## src/rtl/efp_pkg.sv

```systemverilog
// Shared definitions for the extended-float adder scheduler.
// Holds the packed operand layout, field widths, the scheduler FSM state
// encoding, and the mantissa-bit-count clamp helper.
package efp_pkg;

  localparam int EFP_EXP_W  = 4;
  localparam int EFP_FRAC_W = 19;
  localparam int EFP_MBIT_W = 5;
  localparam int EFP_W      = 1 + EFP_EXP_W + EFP_FRAC_W;
  localparam int EFP_CYC_W  = 19;

  typedef struct packed {
    logic                  sign;
    logic [EFP_EXP_W-1:0]  exp;
    logic [EFP_FRAC_W-1:0] frac;
  } efp_t;

  typedef enum logic [1:0] {
    ST_IDLE  = 2'd0,
    ST_ISSUE = 2'd1,
    ST_WAIT  = 2'd2,
    ST_RESP  = 2'd3
  } efp_state_e;

  // Limit a requested mantissa bit count to the largest the adder supports.
  function automatic logic [EFP_MBIT_W-1:0] clamp_mbit(
    input logic [EFP_MBIT_W-1:0] m,
    input logic [EFP_MBIT_W-1:0] max_m
  );
    return (m > max_m) ? max_m : m;
  endfunction

endpackage

```

## src/rtl/efp_rr_arb.sv

```systemverilog
// Two-requester round-robin arbiter.
// Ports:
//   clk, rst_n  - clock, asynchronous active-low reset
//   req[1:0]    - request lines
//   accept      - the current grant was taken this cycle
//   gnt[1:0]    - one-hot grant (zero when no request)
//   prio        - requester currently holding priority (debug visibility)
// After reset requester 0 has priority; after an accepted grant the other
// requester gets priority.
module efp_rr_arb (
  input  logic       clk,
  input  logic       rst_n,
  input  logic [1:0] req,
  input  logic       accept,
  output logic [1:0] gnt,
  output logic       prio
);

  logic prio_q;

  always_comb begin
    gnt = 2'b00;
    if (!prio_q) begin
      if (req[0])      gnt = 2'b01;
      else if (req[1]) gnt = 2'b10;
    end else begin
      if (req[1])      gnt = 2'b10;
      else if (req[0]) gnt = 2'b01;
    end
  end

  always_ff @(posedge clk or negedge rst_n) begin
    if (!rst_n)      prio_q <= 1'b0;
    else if (accept) prio_q <= gnt[0];
  end

  assign prio = prio_q;

endmodule

```

## src/rtl/efp_add_sched.sv

```systemverilog
// Scheduler that shares one multi-cycle extended-float adder between two
// requesters.
// Ports:
//   clk, rst_n                      - clock, asynchronous active-low reset
//   reqN_valid/ready, reqN_a/b,
//   reqN_mbit_a/b (N=0,1)           - operand requests
//   add_cal, add_a/b, add_mbit_a/b  - start strobe and registered operands
//   add_done, add_sign/exp/man/
//   mbits/bias                      - adder result
//   rsp_valid/ready, rsp_id, rsp_*  - response with requester id
//   rsp_cycles, rsp_err             - adder latency, timeout flag
//   state_dbg                       - current FSM state
// Handshake: a transfer happens on a rising edge where valid and ready are
// both 1; valid holds its payload until then, ready may depend on valid.
// Build option: define EFP_SCHED_TIMEOUT_EN to enable the WAIT watchdog
// (TIMEOUT cycles); otherwise WAIT lasts until add_done and rsp_err is 0.
module efp_add_sched
  import efp_pkg::*;
#(
  parameter int TIMEOUT   = 1024,
  parameter int MAX_MBITS = 19
) (
  input  logic                  clk,
  input  logic                  rst_n,
  input  logic                  req0_valid,
  output logic                  req0_ready,
  input  logic [EFP_W-1:0]      req0_a,
  input  logic [EFP_W-1:0]      req0_b,
  input  logic [EFP_MBIT_W-1:0] req0_mbit_a,
  input  logic [EFP_MBIT_W-1:0] req0_mbit_b,
  input  logic                  req1_valid,
  output logic                  req1_ready,
  input  logic [EFP_W-1:0]      req1_a,
  input  logic [EFP_W-1:0]      req1_b,
  input  logic [EFP_MBIT_W-1:0] req1_mbit_a,
  input  logic [EFP_MBIT_W-1:0] req1_mbit_b,
  output logic                  add_cal,
  output logic [EFP_W-1:0]      add_a,
  output logic [EFP_W-1:0]      add_b,
  output logic [EFP_MBIT_W-1:0] add_mbit_a,
  output logic [EFP_MBIT_W-1:0] add_mbit_b,
  input  logic                  add_done,
  input  logic                  add_sign,
  input  logic [EFP_EXP_W-1:0]  add_exp,
  input  logic [EFP_FRAC_W-1:0] add_man,
  input  logic [EFP_MBIT_W-1:0] add_mbits,
  input  logic [EFP_MBIT_W-1:0] add_bias,
  output logic                  rsp_valid,
  input  logic                  rsp_ready,
  output logic                  rsp_id,
  output logic                  rsp_sign,
  output logic [EFP_EXP_W-1:0]  rsp_exp,
  output logic [EFP_FRAC_W-1:0] rsp_man,
  output logic [EFP_MBIT_W-1:0] rsp_mbits,
  output logic [EFP_MBIT_W-1:0] rsp_bias,
  output logic [EFP_CYC_W-1:0]  rsp_cycles,
  output logic                  rsp_err,
  output logic [1:0]            state_dbg
);

  localparam logic [EFP_MBIT_W-1:0] MBIT_MAX = EFP_MBIT_W'(MAX_MBITS);
  localparam logic [EFP_CYC_W-1:0]  TMO      = EFP_CYC_W'(TIMEOUT);
`ifdef EFP_SCHED_TIMEOUT_EN
  localparam bit TMO_EN = 1'b1;
`else
  localparam bit TMO_EN = 1'b0;
`endif

  efp_state_e             state_q, state_d;
  logic [1:0]             gnt;
  logic [1:0]             ready;
  logic                   accept;
  logic                   load_op, cap_rsp, timeout_hit;
  logic                   arb_prio;
  logic                   id_q;
  logic [EFP_CYC_W-1:0]   cnt_q, cnt_inc;
  logic                   err_q;

  efp_rr_arb u_arb (
    .clk    (clk),
    .rst_n  (rst_n),
    .req    ({req1_valid, req0_valid}),
    .accept (accept),
    .gnt    (gnt),
    .prio   (arb_prio)
  );

  // rst_n gates ready so it reads 0 while reset is asserted, not just after.
  assign ready      = gnt & {2{(state_q == ST_IDLE) && rst_n}};
  assign req0_ready = ready[0];
  assign req1_ready = ready[1];
  assign accept     = |(ready & {req1_valid, req0_valid});

  // Saturating increment of the latency counter.
  assign cnt_inc = (cnt_q == {EFP_CYC_W{1'b1}}) ? cnt_q : cnt_q + 1'b1;

  always_ff @(posedge clk or negedge rst_n) begin
    if (!rst_n) state_q <= ST_IDLE;
    else        state_q <= state_d;
  end

  always_comb begin
    state_d     = state_q;
    add_cal     = 1'b0;
    rsp_valid   = 1'b0;
    load_op     = 1'b0;
    cap_rsp     = 1'b0;
    timeout_hit = 1'b0;
    case (state_q)
      ST_IDLE: begin
        if (accept) begin
          load_op = 1'b1;
          state_d = ST_ISSUE;
        end
      end
      ST_ISSUE: begin
        add_cal = 1'b1;
        state_d = ST_WAIT;
      end
      ST_WAIT: begin
        if (add_done) begin
          cap_rsp = 1'b1;
          state_d = ST_RESP;
        end else if (TMO_EN && (cnt_q >= TMO)) begin
          timeout_hit = 1'b1;
          state_d     = ST_RESP;
        end
      end
      ST_RESP: begin
        rsp_valid = 1'b1;
        if (rsp_ready) state_d = ST_IDLE;
      end
      default: state_d = ST_IDLE;
    endcase
  end

  always_ff @(posedge clk or negedge rst_n) begin
    if (!rst_n) begin
      add_a      <= '0;
      add_b      <= '0;
      add_mbit_a <= '0;
      add_mbit_b <= '0;
      id_q       <= 1'b0;
      cnt_q      <= '0;
      rsp_sign   <= 1'b0;
      rsp_exp    <= '0;
      rsp_man    <= '0;
      rsp_mbits  <= '0;
      rsp_bias   <= '0;
      rsp_cycles <= '0;
      err_q      <= 1'b0;
    end else begin
      if (load_op) begin
        id_q       <= gnt[1];
        add_a      <= gnt[1] ? req1_a : req0_a;
        add_b      <= gnt[1] ? req1_b : req0_b;
        add_mbit_a <= clamp_mbit(gnt[1] ? req1_mbit_a : req0_mbit_a, MBIT_MAX);
        add_mbit_b <= clamp_mbit(gnt[1] ? req1_mbit_b : req0_mbit_b, MBIT_MAX);
      end
      if (state_q == ST_ISSUE)     cnt_q <= {{(EFP_CYC_W-1){1'b0}}, 1'b1};
      else if (state_q == ST_WAIT) cnt_q <= cnt_inc;
      if (cap_rsp) begin
        rsp_sign   <= add_sign;
        rsp_exp    <= add_exp;
        rsp_man    <= add_man;
        rsp_mbits  <= add_mbits;
        rsp_bias   <= add_bias;
        rsp_cycles <= cnt_inc;
        err_q      <= 1'b0;
      end else if (timeout_hit) begin
        rsp_sign   <= 1'b0;
        rsp_exp    <= '0;
        rsp_man    <= '0;
        rsp_mbits  <= '0;
        rsp_bias   <= '0;
        rsp_cycles <= TMO;
        err_q      <= 1'b1;
      end
    end
  end

  assign rsp_id    = id_q;
  assign rsp_err   = err_q;
  assign state_dbg = state_q;

endmodule

```

## config.mk

```make
export PLATFORM = sky130hd
export DESIGN_NAME = efp_add_sched
export DESIGN_NICKNAME = d
export VERILOG_FILES = /design/src/rtl/efp_pkg.sv /design/src/rtl/efp_rr_arb.sv /design/src/rtl/efp_add_sched.sv
export SDC_FILE = /design/constraint.sdc
export NUM_CORES = 1
export LEC_CHECK = 0
export BUFFER_PORTS_ARGS = -buffer_cell sky130_fd_sc_hd__buf_2
export CAP_MARGIN = 20
export CORE_MARGIN = 2
export CORE_UTILIZATION = 48
export CTS_CLUSTER_SIZE = 28
export DETAILED_ROUTE_END_ITERATION = 12
export PLACE_DENSITY_LB_ADDON = 0.25
export SYNTH_ARGS = -nofsm -noshare
export SYNTH_HDL_FRONTEND = slang
export SYNTH_SLANG_ARGS = --single-unit
export TNS_END_PERCENT = 50
```

## constraint.sdc

```tcl
create_clock -name clk -period 2.4 [get_ports clk]
set_clock_uncertainty 0.2 [all_clocks]
set_input_delay 0.12 -clock clk [delete_from_list [all_inputs] [get_ports clk]]
set_output_delay 0.12 -clock clk [all_outputs]
set_load 0.02 [all_outputs]
```

# Word-level counts from Yosys, hierarchy flattened
# Cells that the tools add are included.
# totals
reg_bits	134
latchBits	0
mem_bits_rw	0
rom_bits	0
input_bits	156
word_cells	55
memories	0
# op_classes
n_addsub	1
multipliers	0
div_mod_pow	0
n_lt_le_gt_ge	2
n_eq_ne	7
n_shift	0
mux	24
bitwise_logic	2
n_reduce_logical	5
# ops
cell	count
$mux 19	3
$mux 24	2
$mux 5	4
$add 19x1->19 const B	1
$eq 19x19->1 const B	1
$mux 2	7
$gt 5x5->1 const B	2
$pmux 2 s4	1
$mux 1	7
$ne 2x2->1 const B	3
$and 2x2->2	2
$eq 2x2->1 const B	2
$reduce_and 3->1	1
$eq 2x1->1 const B	1
$logic_not 2->1	1
$reduce_bool 2->1	1
$reduce_or 2->1	1
$logic_and 1x1->1	1

# Longest topological paths before layout
# Gate-level depths: netlist of the first run.
# depth
depth_word	8
depth_mapped	9
depth_no_buf	7

# Hierarchy
# A second synthesis of the first run with hierarchy kept.
# hier_totals
hier_cells	661
area_unflattened_um2	6296.0
# modules_own_cells
mod	instances	cells_each	area_each_um2	seq_area_each_um2
efp_add_sched	1	656	6233.5	3328.2
efp_rr_arb	1	5	62.6	25.0

# Worst setup path after synthesis of the first run
# Ideal clock, no wire load.
# synth_path
kind	reg2reg
startpoint	register state_q[0], in the netlist state_dbg[0]
endpoint	register rsp_man[0]
setup_ns	0.125
arrival_time_ns	1.951
required_time_ns	2.075
slack_ns	0.124
path_stages_with_launch	7
n_path_buf	2
synth_period_minus_slack_ns	2.276
path_cell_list	dfrtp_1 > inv_1 > ha_1 > and2_1 > clkbuf_1 > buf_1 > mux2_2
# synth_via
elab_chain_cells	2
# synth_rtl
item	line_no	source
start: declaration	efp_add_sched.sv:69	efp_state_e state_q, state_d;
start signal: assignment	efp_add_sched.sv:99	else state_q <= state_d;
$eq 2x2->1	efp_add_sched.sv:109	case (state_q)
$mux 1	efp_add_sched.sv:109	
end signal: assignment	efp_add_sched.sv:165	rsp_man <= add_man;
end: declaration	efp_add_sched.sv:53	output logic [EFP_FRAC_W-1:0] rsp_man,
# No other way between the ends.
# A chain may end at the register's enable or synchronous reset.

# Worst setup path after layout of the first run
# layout_path
startpoint	register u_arb.prio_q, in the netlist u_arb.prio
endpoint	register add_mbit_a[3]
# layout_via
elab_chain_cells	6
# layout_rtl
item	line_no	source
start: declaration	efp_rr_arb.sv:19	logic prio_q;
start signal: assignment	efp_rr_arb.sv:34	else if (accept) prio_q <= gnt[0];
$mux 2 (*)	efp_rr_arb.sv:23	if (!prio_q) begin
parallel branches: the longest is 5 deep, another holds $gt 5x5->1	-	
end signal: assignment	efp_add_sched.sv:157	add_mbit_a <= clamp_mbit(gnt[1] ? req1_mbit_a : req0_mbit_a, MBIT_MAX);
end: declaration	efp_add_sched.sv:40	output logic [EFP_MBIT_W-1:0] add_mbit_a,
# Every way passes the cells marked *.

==> metrics.md, run 1 <==
| Metric | Value |
|---|---|
| Worst r2r src | `u_arb.prio$_DFFE_PN0P_` |
| Crit path cell chain | `o21ai_4 -> buf_4 -> mux2_2 -> dlygate4sd3_1 -> o31ai_1` |
| Top cell family by delay on the critical path | `buffers and inverters` |
| Fin crit period | `2360 ps` |
| Area leader, netlist | `dfrtp_1` |
| Initial antenna violation count | `1` |
| Cell count after synthesis | `572` |
| Ys Warns | `0` |
| CTS clk-pin slew, worst paths | `about 60 ps` |
| Post-synthesis mux area share | `0.157` |
| Die area | `13900 um2` |
| Die W | `roughly 120 um` |
| Core Util, Final | `0.796` |
| Synth top area share | `0.539` |
| Slew HR | `0.347` |
| Met3 wire length | `around 1500 um` |
| Synth Flop Type | `dfrtp_1` |
| Commonest cells in the netlist | `dfrtp_1 (134), nand2_1 (83), o21ai_0 (71)` |
| Vias per cell | `approximately 5.4` |
| Met1 Wirelength | `8050 um` |
| Main combinational cell family by area after synthesis | `multiplexers` |
| DR pass1 iterations | `5` |
| Crit path DAT | `~2500 ps` |
| Max clock buf depth | `2` |
| Worst setup SP type | `flop` |
| Adder-cell share of the synthesized area | `0.0121` |
| Buffers on Ports | `~270` |
| Routed length per placed instance | `between 15 and 20 um` |
| Final setup violation count | `0` |
| Num CTS Buffers | `17` |
| Drt drc | `0` |
| Post-route ant nets | `0` |
| Compound-gate portion of the synthesized area | `0.132` |
| Leak | `just over 5 nW` |
| Die Y-Extent | `between 100 and 150 um` |
| Routed wire length | `~22000 um` |
| Worst path depth | `5` |
| Max Used Layer | `met4` |
| Simple-gate share of the synthesized area | `0.111` |
| Peak fanout along the critical path | `5` |
| Peak VDD IR | `between 0.5 and 0.6 mV` |
| Power per Cell Area | `between 1000 and 1500 nW/um2` |
| Post-Syn Area per Cell | `~11 um2` |
| Hold Violations, Final | `0` |
| Top-count cell post-synth | `dfrtp_1` |
| Power, Total | `11.2 mW` |
| Buf/Inv on CP | `2` |
| Xor and xnor area share after synthesis | `0.0169` |
| Largest net degree at the start of global routing | `between 100 and 150` |
| Synth unique cells | `51` |
| Layout cells sized above 1 | `0.366` |
| CP max stage delay | `slightly above 600 ps` |
| Area grow syn2layout | `61.6%` |
| Post-synth EDFFs | `0` |
| Core area | `12600 um2` |
| Final Cycle Share | `0.984` |
| Starting Density | `0.493` |
| First-pass GRT wire length | `34700 um` |
| Tot GR Track Use | `0.317` |
| H-tree levels | `4` |
| RR Endpoint | `add_mbit_a[3]$_DFFE_PN0P_` |
| DRT iter0 DRCs | `between 300 and 400` |
| Synthesized net count | `between 700 and 800` |
| Synth top area cells | `dfrtp_1 (54%), mux2i_1 (9.2%), mux2_2 (6.5%)` |
| I/O pin count | `275` |
| Max-cap violations | `0` |
| Hold Path Class | `in -> reg` |
| Setup_tns | `0 ps` |
| Hold_ws | `between 60 and 70 ps` |
| Status | `finished, final reports clean` |
| Cell Area, Synth | `6220 um2` |
| Slew Viols, Final | `0` |
| Fmax | `0.424 GHz` |
| Skew-Pair Late Insertion Delay | `approximately 410 ps` |
| Met2 wire len | `11100 um` |
| CP endpoint | `add_mbit_a[3]$_DFFE_PN0P_` |
| Row count | `between 40 and 50` |
| CTS tree | `built` |
| Crit path from | `u_arb.prio$_DFFE_PN0P_` |
| Vias | `about 6400` |
| CTS Sinks | `between 100 and 150` |
| Crit-path slowest cell | `dlygate4sd3_1` |
| Seq cells post-synth | `~130` |
| Critical path class | `reg -> reg` |
| R2R setup slack | `40 ps` |
| Nets | `between 1000 and 1500` |
| Vias in the first global route | `~6800` |
| R2R cell count | `5` |
| Post-DP HPWL | `roughly 12000 um` |
| Slew of the pin with the lowest slew margin | `~980 ps` |
| Asr flop ratio synth | `1.00` |
| Seq/Total Area, Yosys | `0.539` |
| Crit path required time | `2520 ps` |
| Congestion Overflow GR | `0` |
| Placer Congestion | `slightly below 0.9` |
| Worst Setup End Kind | `flop` |
| CTS root buf | `clkbuf_16` |
-- routing by layer --
layer	vias to the layer above	GRT usage
met5	-	0
met4	0	0.181
met3	97	0.0906
met2	340	0.556
met1	3086	0.342
li1	2897	-
-- registers in the layout (all words and copies together) (netlist names), 2 cells and up --
signal      count
add_a          24
rsp_man        19
state_dbg       2
add_mbit_b      5
rsp_bias        5
rsp_cycles     19
rsp_exp         4
cnt_q          19
add_b          24
rsp_mbits       5
add_mbit_a      5
-- power by group --
group	internal (mW)	total [mW]	switching (mW)
combinational	1.90	4.89	2.98
clock	1.68	2.65	0.967
sequential	3.13	3.71	0.584
-- how the worst min path moves through the flow --
stage | startpoint | cells past startpoint | slack (ps) | end
floorplan | rst_n | 0 | -380 | add_a[0]$_DFFE_PN0P_
global placement | rst_n | 1 | -240 | rsp_mbits[4]$_DFFE_PN0P_
detailed placement | rst_n | 1 | -230 | rsp_mbits[4]$_DFFE_PN0P_
CTS | req0_mbit_b[2] | 4 | 30 | add_mbit_b[1]$_DFFE_PN0P_
global route | req0_mbit_b[2] | 4 | 70 | add_mbit_b[1]$_DFFE_PN0P_
finish | req0_mbit_b[3] | 4 | 60 | add_mbit_b[1]$_DFFE_PN0P_
-- kinds of logic after synthesis --
group,Yosys count
adders and majority gates,6
AOI/OAI and AO/OA,137
other,1
xor gates and xnor gates,12
buffers and inverters,47
and+or+nand+nor,142
DFF,134
muxes,93
-- worst register-to-register path: stages (launching register included) --
cell	delay, ps
dfrtp_2	440
o21ai_4	220
buf_4	200
mux2_2	360
dlygate4sd3_1	610
o31ai_1	250
-- timing repair --
action / 4_1_cts / 5_1_grt
hold buffers: 157 / 0
resized for setup: 0 / 4
endpoints found under the setup margin: 0 / 33
setup buffers: 0 / 6
endpoints found under the hold margin: 229 / 0
-- placed cells by master, fill, tap and decap left out, types with 2 or more instances in the layout --
master | netlist | routed
clkbuf_1 | 23 | 4
clkbuf_8 | 0 | 2
bufinv_16 | 0 | 3
a211oi_1 | 3 | 3
or2_1 | 3 | 2
nand2_1 | 83 | 83
a21o_1 | 5 | 5
buf_4 | 1 | 16
nand3_1 | 6 | 6
buf_12 | 0 | 3
ha_1 | 6 | 5
mux2_2 | 36 | 36
and4_1 | 2 | 2
nand4_4 | 2 | 2
a41oi_1 | 2 | 2
a31o_1 | 2 | 2
clkinv_2 | 0 | 4
nor4_1 | 2 | 2
o21ai_1 | 10 | 11
inv_1 | 13 | 13
o31ai_1 | 9 | 9
a21bo_2 | 2 | 2
dlygate4sd3_1 | 0 | 157
nor2_1 | 22 | 22
nor3_1 | 6 | 6
a22o_1 | 4 | 4
xnor2_1 | 9 | 9
a21oi_1 | 8 | 8
xor2_1 | 3 | 3
buf_2 | 9 | 272
dfrtp_1 | 134 | 133
a31oi_1 | 11 | 11
and3_1 | 2 | 2
clkinvlp_4 | 0 | 2
o21a_1 | 3 | 3
or3_1 | 2 | 2
mux2i_1 | 57 | 57
nand4_1 | 2 | 2
clkbuf_16 | 0 | 17
o21ai_0 | 71 | 70
-- metrics by stage --
step	area (um2)	instances	setup slack, ps
after floorplan	6220	572	124
after global placement	7810	997	303
after detailed placement	7810	997	51.3
after CTS	9980	1186	25.2
after global routing	10000	1193	-64.8
final	10000	1193	39.2
-- area by class of cell --
cell class                      instances  area (um2)
Antenna cell                            1        2.50
Clock inverter                          9         125
Timing Repair Buffer                  450        3150
Fill cell                             757        2570
Inverter                               13        48.8
Multi-Input combinational cell        391        2680
Sequential cell                       134        3350
Clock buffer                           23         468
Tap cell                              172         215
(Power assumes the default switching activity.)
==> run 2, diff against run 1 <==
--- a/config.mk
+++ b/config.mk
@@ -8,10 +8,10 @@
 export BUFFER_PORTS_ARGS = -buffer_cell sky130_fd_sc_hd__buf_2
 export CAP_MARGIN = 20
 export CORE_MARGIN = 2
-export CORE_UTILIZATION = 48
+export CORE_UTILIZATION = 51
 export CTS_CLUSTER_SIZE = 28
 export DETAILED_ROUTE_END_ITERATION = 12
-export PLACE_DENSITY_LB_ADDON = 0.25
+export PLACE_DENSITY_LB_ADDON = 0.12
 export SYNTH_ARGS = -nofsm -noshare
 export SYNTH_HDL_FRONTEND = slang
 export SYNTH_SLANG_ARGS = --single-unit
==> constraint.sdc (replaced) <==
create_clock -name clk -period 2.9 [get_ports clk]
set_clock_uncertainty 0.2 [all_clocks]
set_input_delay 0.145 -clock clk [delete_from_list [all_inputs] [get_ports clk]]
set_output_delay 0.145 -clock clk [all_outputs]
set_load 0.02 [all_outputs]
==> run 2 against run 1 <==
Compared with the run above:
- sequential power shrank 17%
- count of clock-buffer cells in the layout grew 2
- global-route usage grew 2.3 points
- power shrank 18%
- sequential share of layout area grew 0.64 points
- register-to-register slack gained 80 ps
- fmax shrank 15%
- combinational power shrank 17%
- non-clock buffer count shrank 12
- via count shrank 0.81%
- design area shrank 1.9%
- first-iteration DRC count grew 28%
- critical path type unchanged
- highest routed layer unchanged
==> metrics.md, run 2 (synthesis gave the netlist of run 1 again) <==
| Metric | Value |
|---|---|
| Status | `finished, final reports clean (unchanged)` |
| Layout cells sized above 1 | `0.357 (was 0.366)` |
| Final Cycle Share | `0.960 (was 0.984)` |
| RSZ-0062 raised after global routing | `false` |
| Peak VDD IR | `0.543 mV (was 0.565 mV)` |
| Peak fanout along the critical path | `5 (unchanged)` |
| First-pass GRT wire length | `34000 um (was 34700 um)` |
| CTS root buf | `clkbuf_16 (unchanged)` |
| Skew-Pair Late Insertion Delay | `420 ps (was 410 ps)` |
| R2R setup slack | `120 ps (was 40 ps)` |
| Starting Density | `0.520 (was 0.493)` |
| Commonest non-fill, non-tap cells in the layout | `buf_2 (272), dlygate4sd3_1 (154), dfrtp_1 (134) (was buf_2 (272), dlygate4sd3_1 (157), dfrtp_1 (133))` |
| Fillers | `649 (was 757)` |
| Critical path class | `reg -> reg (unchanged)` |
| Worst setup SP type | `flop (unchanged)` |
| Largest net degree at the start of global routing | `107 (unchanged)` |
| DR pass1 iterations | `4 (was 5)` |
| Drt drc | `0 (unchanged)` |
| Buffers on Ports | `273 (unchanged)` |
| CTS clk-pin slew, worst paths | `60 ps (about the same)` |
| Nets | `1157 (was 1169)` |
| Placed Cells | `969 (was 997)` |
| Congestion Overflow GR | `0 (unchanged)` |
| FF/Latch Area | `3350 um2 (about the same)` |
| Die area | `13100 um2 (was 13900 um2)` |
| DRT iter0 DRCs | `455 (was 355)` |
| Post-DP HPWL | `12100 um (was 12200 um)` |
| Slew Viols, Final | `0 (unchanged)` |
| H-tree levels | `4 (unchanged)` |
| Power per Cell Area | `936 nW/um2 (was 1120 nW/um2)` |
| RR Endpoint | `state_dbg[0]$_DFFE_PN0P_ (was add_mbit_a[3]$_DFFE_PN0P_)` |
| Routed wire length | `21800 um (about the same)` |
| Die W | `114 um (was 118 um)` |
| Max-cap violations | `0 (unchanged)` |
| CTS tree | `built (unchanged)` |
| R2R cell count | `8 (was 5)` |
| Hold Path Class | `in -> async (was in -> reg)` |
| Crit path from | `state_dbg[1]$_DFFE_PN0P_ (was u_arb.prio$_DFFE_PN0P_)` |
| Vias | `6368 (was 6420)` |
| Core area | `12000 um2 (was 12600 um2)` |
| Initial antenna violation count | `1 (unchanged)` |
| Num CTS Buffers | `17 (unchanged)` |
| Vias per cell | `5.52 (was 5.38)` |
| I/O pin count | `275 (unchanged)` |
| Setup_tns | `0 ps (unchanged)` |
| Multi-input gate area | `2680 um2 (about the same)` |
| Fin crit period | `2780 ps (was 2360 ps)` |
| Resized Gates After CTS | `0 (unchanged)` |
| Die Y-Extent | `114 um (was 118 um)` |
| Vias in the first global route | `6661 (was 6832)` |
| Postcts setup bufs | `0 (unchanged)` |
| Crit path DAT | `2910 ps (was 2480 ps)` |
| Top flop regs | `add_a x24, add_b x24 (unchanged)` |
| Placer Congestion | `0.832 (was 0.889)` |
| Fmax | `0.359 GHz (was 0.424 GHz)` |
| Area grow syn2layout | `58.5% (was 61.6%)` |
| Tot GR Track Use | `0.340 (was 0.317)` |
| Max clock buf depth | `2 (unchanged)` |
| Hold Violations, Final | `0 (unchanged)` |
| Crit path required time | `3030 ps (was 2520 ps)` |
| Row count | `40 (was 41)` |
| Slew of the pin with the lowest slew margin | `720 ps (was 980 ps)` |
| Leak | `5.04 nW (was 5.11 nW)` |
| CTS Sinks | `134 (unchanged)` |
| Final setup violation count | `0 (unchanged)` |
| Non-filler instance count after layout | `1153 (was 1193)` |
| Worst Setup End Kind | `flop (unchanged)` |
| Worst r2r src | `state_dbg[1]$_DFFE_PN0P_ (was u_arb.prio$_DFFE_PN0P_)` |
| Slew HR | `0.518 (was 0.347)` |
| Post-route ant nets | `0 (unchanged)` |
| Commonest non-fill, non-tap cell in the layout | `buf_2 (unchanged)` |
| Routed length per placed instance | `18.9 um (was 18.3 um)` |
[run 2: worst max-delay path by stage]
stage                          endpoint  slack [ps]  depth (start not counted)
3_5_place_dp   state_dbg[0]$_DFFE_PN0P_         660                          7
6_report       state_dbg[0]$_DFFE_PN0P_         120                          8
3_3_place_gp   state_dbg[0]$_DFFE_PN0P_         770                          7
2_1_floorplan    rsp_man[0]$_DFFE_PN0P_         620                          6
5_1_grt        state_dbg[0]$_DFFE_PN0P_          20                          8
4_1_cts        state_dbg[0]$_DFFE_PN0P_         170                          8
[run 2: where the power goes]
part	total [mW]	leakage (nW)	internal, mW	switching [mW]
registers	3.07	1.69	2.59	0.486
logic	4.05	3.07	1.57	2.48
clock network	2.10	0.279	1.34	0.762
total	9.23	5.04	5.50	3.73
[run 2: worst max-delay path, stage by stage (launching register included)]
cell,delay (ps)
dfrtp_1,420
inv_1,140
ha_1,240
nand2_1,140
or2_2,370
a222oi_1,400
dlygate4sd3_1,640
o21ai_0,80
o21ai_0,80
[run 2: per-stage QoR]
step                       util  hold slack [ps]  setup slack [ps]  total power, mW  cell area (um2)
after global placement    0.648             -105               773             6.48             7750
final                     0.824             16.9               115             9.23             9860
after detailed placement  0.648            -97.0               659             6.59             7750
after global routing      0.824             68.1              21.9             9.66             9860
after CTS                 0.824            0.281               174             8.99             9850
after floorplan               -             -351               624             5.24             6220
[run 2: final cells by class]
cell class / instances / share of cell area
Sequential cell: 134 / 0.340
Timing Repair Buffer: 438 / 0.307
Multi-Input combinational cell: 391 / 0.272
Clock buffer: 25 / 0.0503
Tap cell: 147 / 0.0187
Clock inverter: 4 / 0.00711
Inverter: 13 / 0.00495
Antenna cell: 1 / 0.000254
[run 2: repair_timing]
action                                 4_1_cts  5_1_grt
endpoints found under the hold margin      138        0
hold buffers                               154        0
setup endpoints to repair                    0        0
[run 2: per-layer routing]
layer / GRT usage / routed length [um] / vias up
met2: 0.577 / 11100 / 353
met1: 0.379 / 7880 / 3039
met4: 0.226 / 1340 / 0
li1: - / - / 2867
met3: 0.0842 / 1530 / 109
met5: 0 / 0 / -
==> run 3, diff against run 2 <==
==> constraint.sdc (replaced) <==
create_clock -name clk -period 3.62 [get_ports clk]
set_clock_uncertainty 0.2 [all_clocks]
set_input_delay 0.181 -clock clk [delete_from_list [all_inputs] [get_ports clk]]
set_output_delay 0.181 -clock clk [all_outputs]
set_load 0.02 [all_outputs]
==> run 3 against run 2 <==
Compared with the run above:
- sequential power is 19% lower
- highest routed layer unchanged
- setup slack better by 360 ps
- flip-flop and latch count stayed put
- largest cell class unchanged
- global-route usage is 0.060 points lower
- routed wire length is 4.8% higher
- design area is 0.66% lower
- non-clock buffer count is 7 lower
- first-iteration DRC count is 9.0% higher
- register-to-register slack better by 360 ps
- clock power is 22% lower
- largest power group unchanged
==> metrics.md, run 3 (synthesis gave the netlist of run 1 again) <==
| Metric | Value |
|---|---|
| Largest net degree at the start of global routing | `79 (was 107)` |
| Routed wire length | `22900 um (was 21800 um)` |
| Drt drc | `0 (unchanged)` |
| Routed length per placed instance | `20.0 um (was 18.9 um)` |
| Critical path class | `reg -> reg (unchanged)` |
| I/O pin count | `275 (unchanged)` |
| Die Y-Extent | `114 um (unchanged)` |
| Die area | `13100 um2 (unchanged)` |
| Final Cycle Share | `0.868 (was 0.960)` |
| Leak | `5.01 nW (was 5.04 nW)` |
| Worst Setup End Kind | `flop (unchanged)` |
| Non-filler instance count after layout | `1146 (was 1153)` |
| RSZ-0062 raised after global routing | `false (unchanged)` |
| Fillers | `682 (was 649)` |
| Skew-Pair Late Insertion Delay | `410 ps (was 420 ps)` |
| Placer Congestion | `0.850 (was 0.832)` |
| Top flop regs | `add_a x24, add_b x24 (unchanged)` |
| Setup_tns | `0 ps (unchanged)` |
| Placed Cells | `965 (was 969)` |
| Tot GR Track Use | `0.340 (about the same)` |
| Max clock buf depth | `2 (unchanged)` |
| Post-route ant nets | `0 (unchanged)` |
| Power per Cell Area | `750 nW/um2 (was 936 nW/um2)` |
| Area grow syn2layout | `57.5% (was 58.5%)` |
| Switch share | `0.412 (was 0.404)` |
| DRT iter0 DRCs | `496 (was 455)` |
| Switching pwr | `3.03 mW (was 3.73 mW)` |
| Slew Viols, Final | `0 (unchanged)` |
| Vias | `6528 (was 6368)` |
| CTS tree | `built (unchanged)` |
| Buffers on Ports | `273 (unchanged)` |
| Hold Violations, Final | `0 (unchanged)` |
| Nets | `1150 (was 1157)` |
| Pre-CTS WS | `1190 ps (was 659 ps)` |
| Max-cap violations | `0 (unchanged)` |
| Slew of the pin with the lowest slew margin | `708 ps (was 720 ps)` |
| Crit path DAT | `3290 ps (was 2910 ps)` |
| Congestion Overflow GR | `0 (unchanged)` |
| Slew HR | `0.526 (was 0.518)` |
| Peak fanout along the critical path | `23 (was 5)` |
| Hold Path Class | `in -> reg (was in -> async)` |
| P_int | `4.32 mW (was 5.50 mW)` |
| CTS root buf | `clkbuf_16 (unchanged)` |
| Peak VDD IR | `0.414 mV (was 0.543 mV)` |
| Commonest non-fill, non-tap cells in the layout | `buf_2 (272), dlygate4sd3_1 (149), dfrtp_1 (134) (was buf_2 (272), dlygate4sd3_1 (154), dfrtp_1 (134))` |
| Initial antenna violation count | `1 (unchanged)` |
| Fin crit period | `3140 ps (was 2780 ps)` |
| Row count | `40 (unchanged)` |
| Power, Total | `7.35 mW (was 9.23 mW)` |
| Fmax | `0.318 GHz (was 0.359 GHz)` |
| First-pass GRT wire length | `34200 um (was 34000 um)` |
| Num CTS Buffers | `17 (unchanged)` |
| Post-DP HPWL | `12200 um (was 12100 um)` |
| Die W | `114 um (unchanged)` |
| Layout cells sized above 1 | `0.359 (was 0.357)` |
| Combinational power share | `0.441 (was 0.439)` |
| Crit path required time | `3760 ps (was 3030 ps)` |
| Final setup violation count | `0 (unchanged)` |
| CTS clk-pin slew, worst paths | `50 ps (was 60 ps)` |
| Vias in the first global route | `6759 (was 6661)` |
| H-tree levels | `4 (unchanged)` |
| Core area | `12000 um2 (unchanged)` |
| DR pass1 iterations | `5 (was 4)` |
| Seq pwr share | `0.338 (was 0.333)` |
| CTS Sinks | `134 (unchanged)` |
| Vias per cell | `5.70 (was 5.52)` |
| Status | `finished, final reports clean (unchanged)` |
| Worst setup SP type | `flop (unchanged)` |
| Setup ws final | `478 ps (was 115 ps)` |
| Clock network fraction of design power | `0.222 (was 0.228)` |
| Starting Density | `0.520 (unchanged)` |
| Core Util, Final | `0.819 (was 0.824)` |
| Commonest non-fill, non-tap cell in the layout | `buf_2 (unchanged)` |
[run 3: cell types whose count changed in the layout (fill, tap and decap cells not counted), sizes merged]
cell,change
buf,-2
dlygate4sd3,-5
clkinv,+1
bufinv,-1
[run 3: final timing paths]
| kind | endpoint | depth (start not counted) | start | slack, ps |
|---|---|---|---|---|
| worst max register to register | add_mbit_a[2]$_DFFE_PN0P_ | 6 | u_arb.prio$_DFFE_PN0P_ | 480 |
| min in group asynchronous | rsp_bias[2]$_DFFE_PN0P_ | 2 | rst_n | 110 |
| max in group asynchronous | rsp_cycles[13]$_DFFE_PN0P_ | 4 | rst_n | 2040 |
| worst min-delay path | state_dbg[0]$_DFFE_PN0P_ | 4 | add_done | 50 |
| worst max-delay path | add_mbit_a[2]$_DFFE_PN0P_ | 6 | u_arb.prio$_DFFE_PN0P_ | 480 |
| worst min register to register | rsp_cycles[8]$_DFFE_PN0P_ | 2 | rsp_cycles[8]$_DFFE_PN0P_ | 270 |
[run 3: routing by layer]
layer / track usage / wire (um)
met5: 0 / 0
met1: 0.388 / 7860
met2: 0.578 / 11500
met3: 0.0842 / 1780
met4: 0.199 / 1800
[run 3: worst max-delay path, stage by stage (launching register included)]
cell and delay [ps]:
dfrtp_1 440, o21ai_4 150, buf_4 390, mux2_2 400, dlygate4sd3_1 620, o31ai_1 260
dlygate4sd3_1 590
[run 3: layout make-up]
type / count / area [um2] / share of cell area
Timing Repair Buffer: 431 / 2970 / 0.304
Multi-Input combinational cell: 391 / 2680 / 0.274
Clock inverter: 4 / 45.0 / 0.00460
Clock buffer: 25 / 505 / 0.0516
Antenna cell: 1 / 2.50 / 0.000256
Sequential cell: 134 / 3350 / 0.342
Inverter: 13 / 48.8 / 0.00498
Tap cell: 147 / 184 / 0.0188
[run 3: timing repair]
| action | in CTS | in global routing |
|---|---|---|
| gates resized for setup | 0 | 0 |
| hold buffers | 149 | 0 |
| setup buffers | 0 | 0 |
| hold endpoints to repair | 149 | 0 |
[run 3: power by group through the flow]
stage                     Clock, mW  Sequential (mW)  Combinational [mW]
final                          1.63             2.48                3.24
after detailed placement          0             2.41                2.82
after floorplan                   0             3.05                1.15
after CTS                      1.63             2.41                3.04
after global routing           1.71             2.53                3.43
after global placement            0             2.40                2.75
[run 3: per-stage QoR]
step           hold slack [ps]  instance area (um2)
6_report                  50.7                 9790
2_1_floorplan             -315                 6220
5_1_grt                   83.0                 9790
4_1_cts                   4.06                 9730
3_5_place_dp             -12.7                 7690
3_3_place_gp             -23.3                 7690
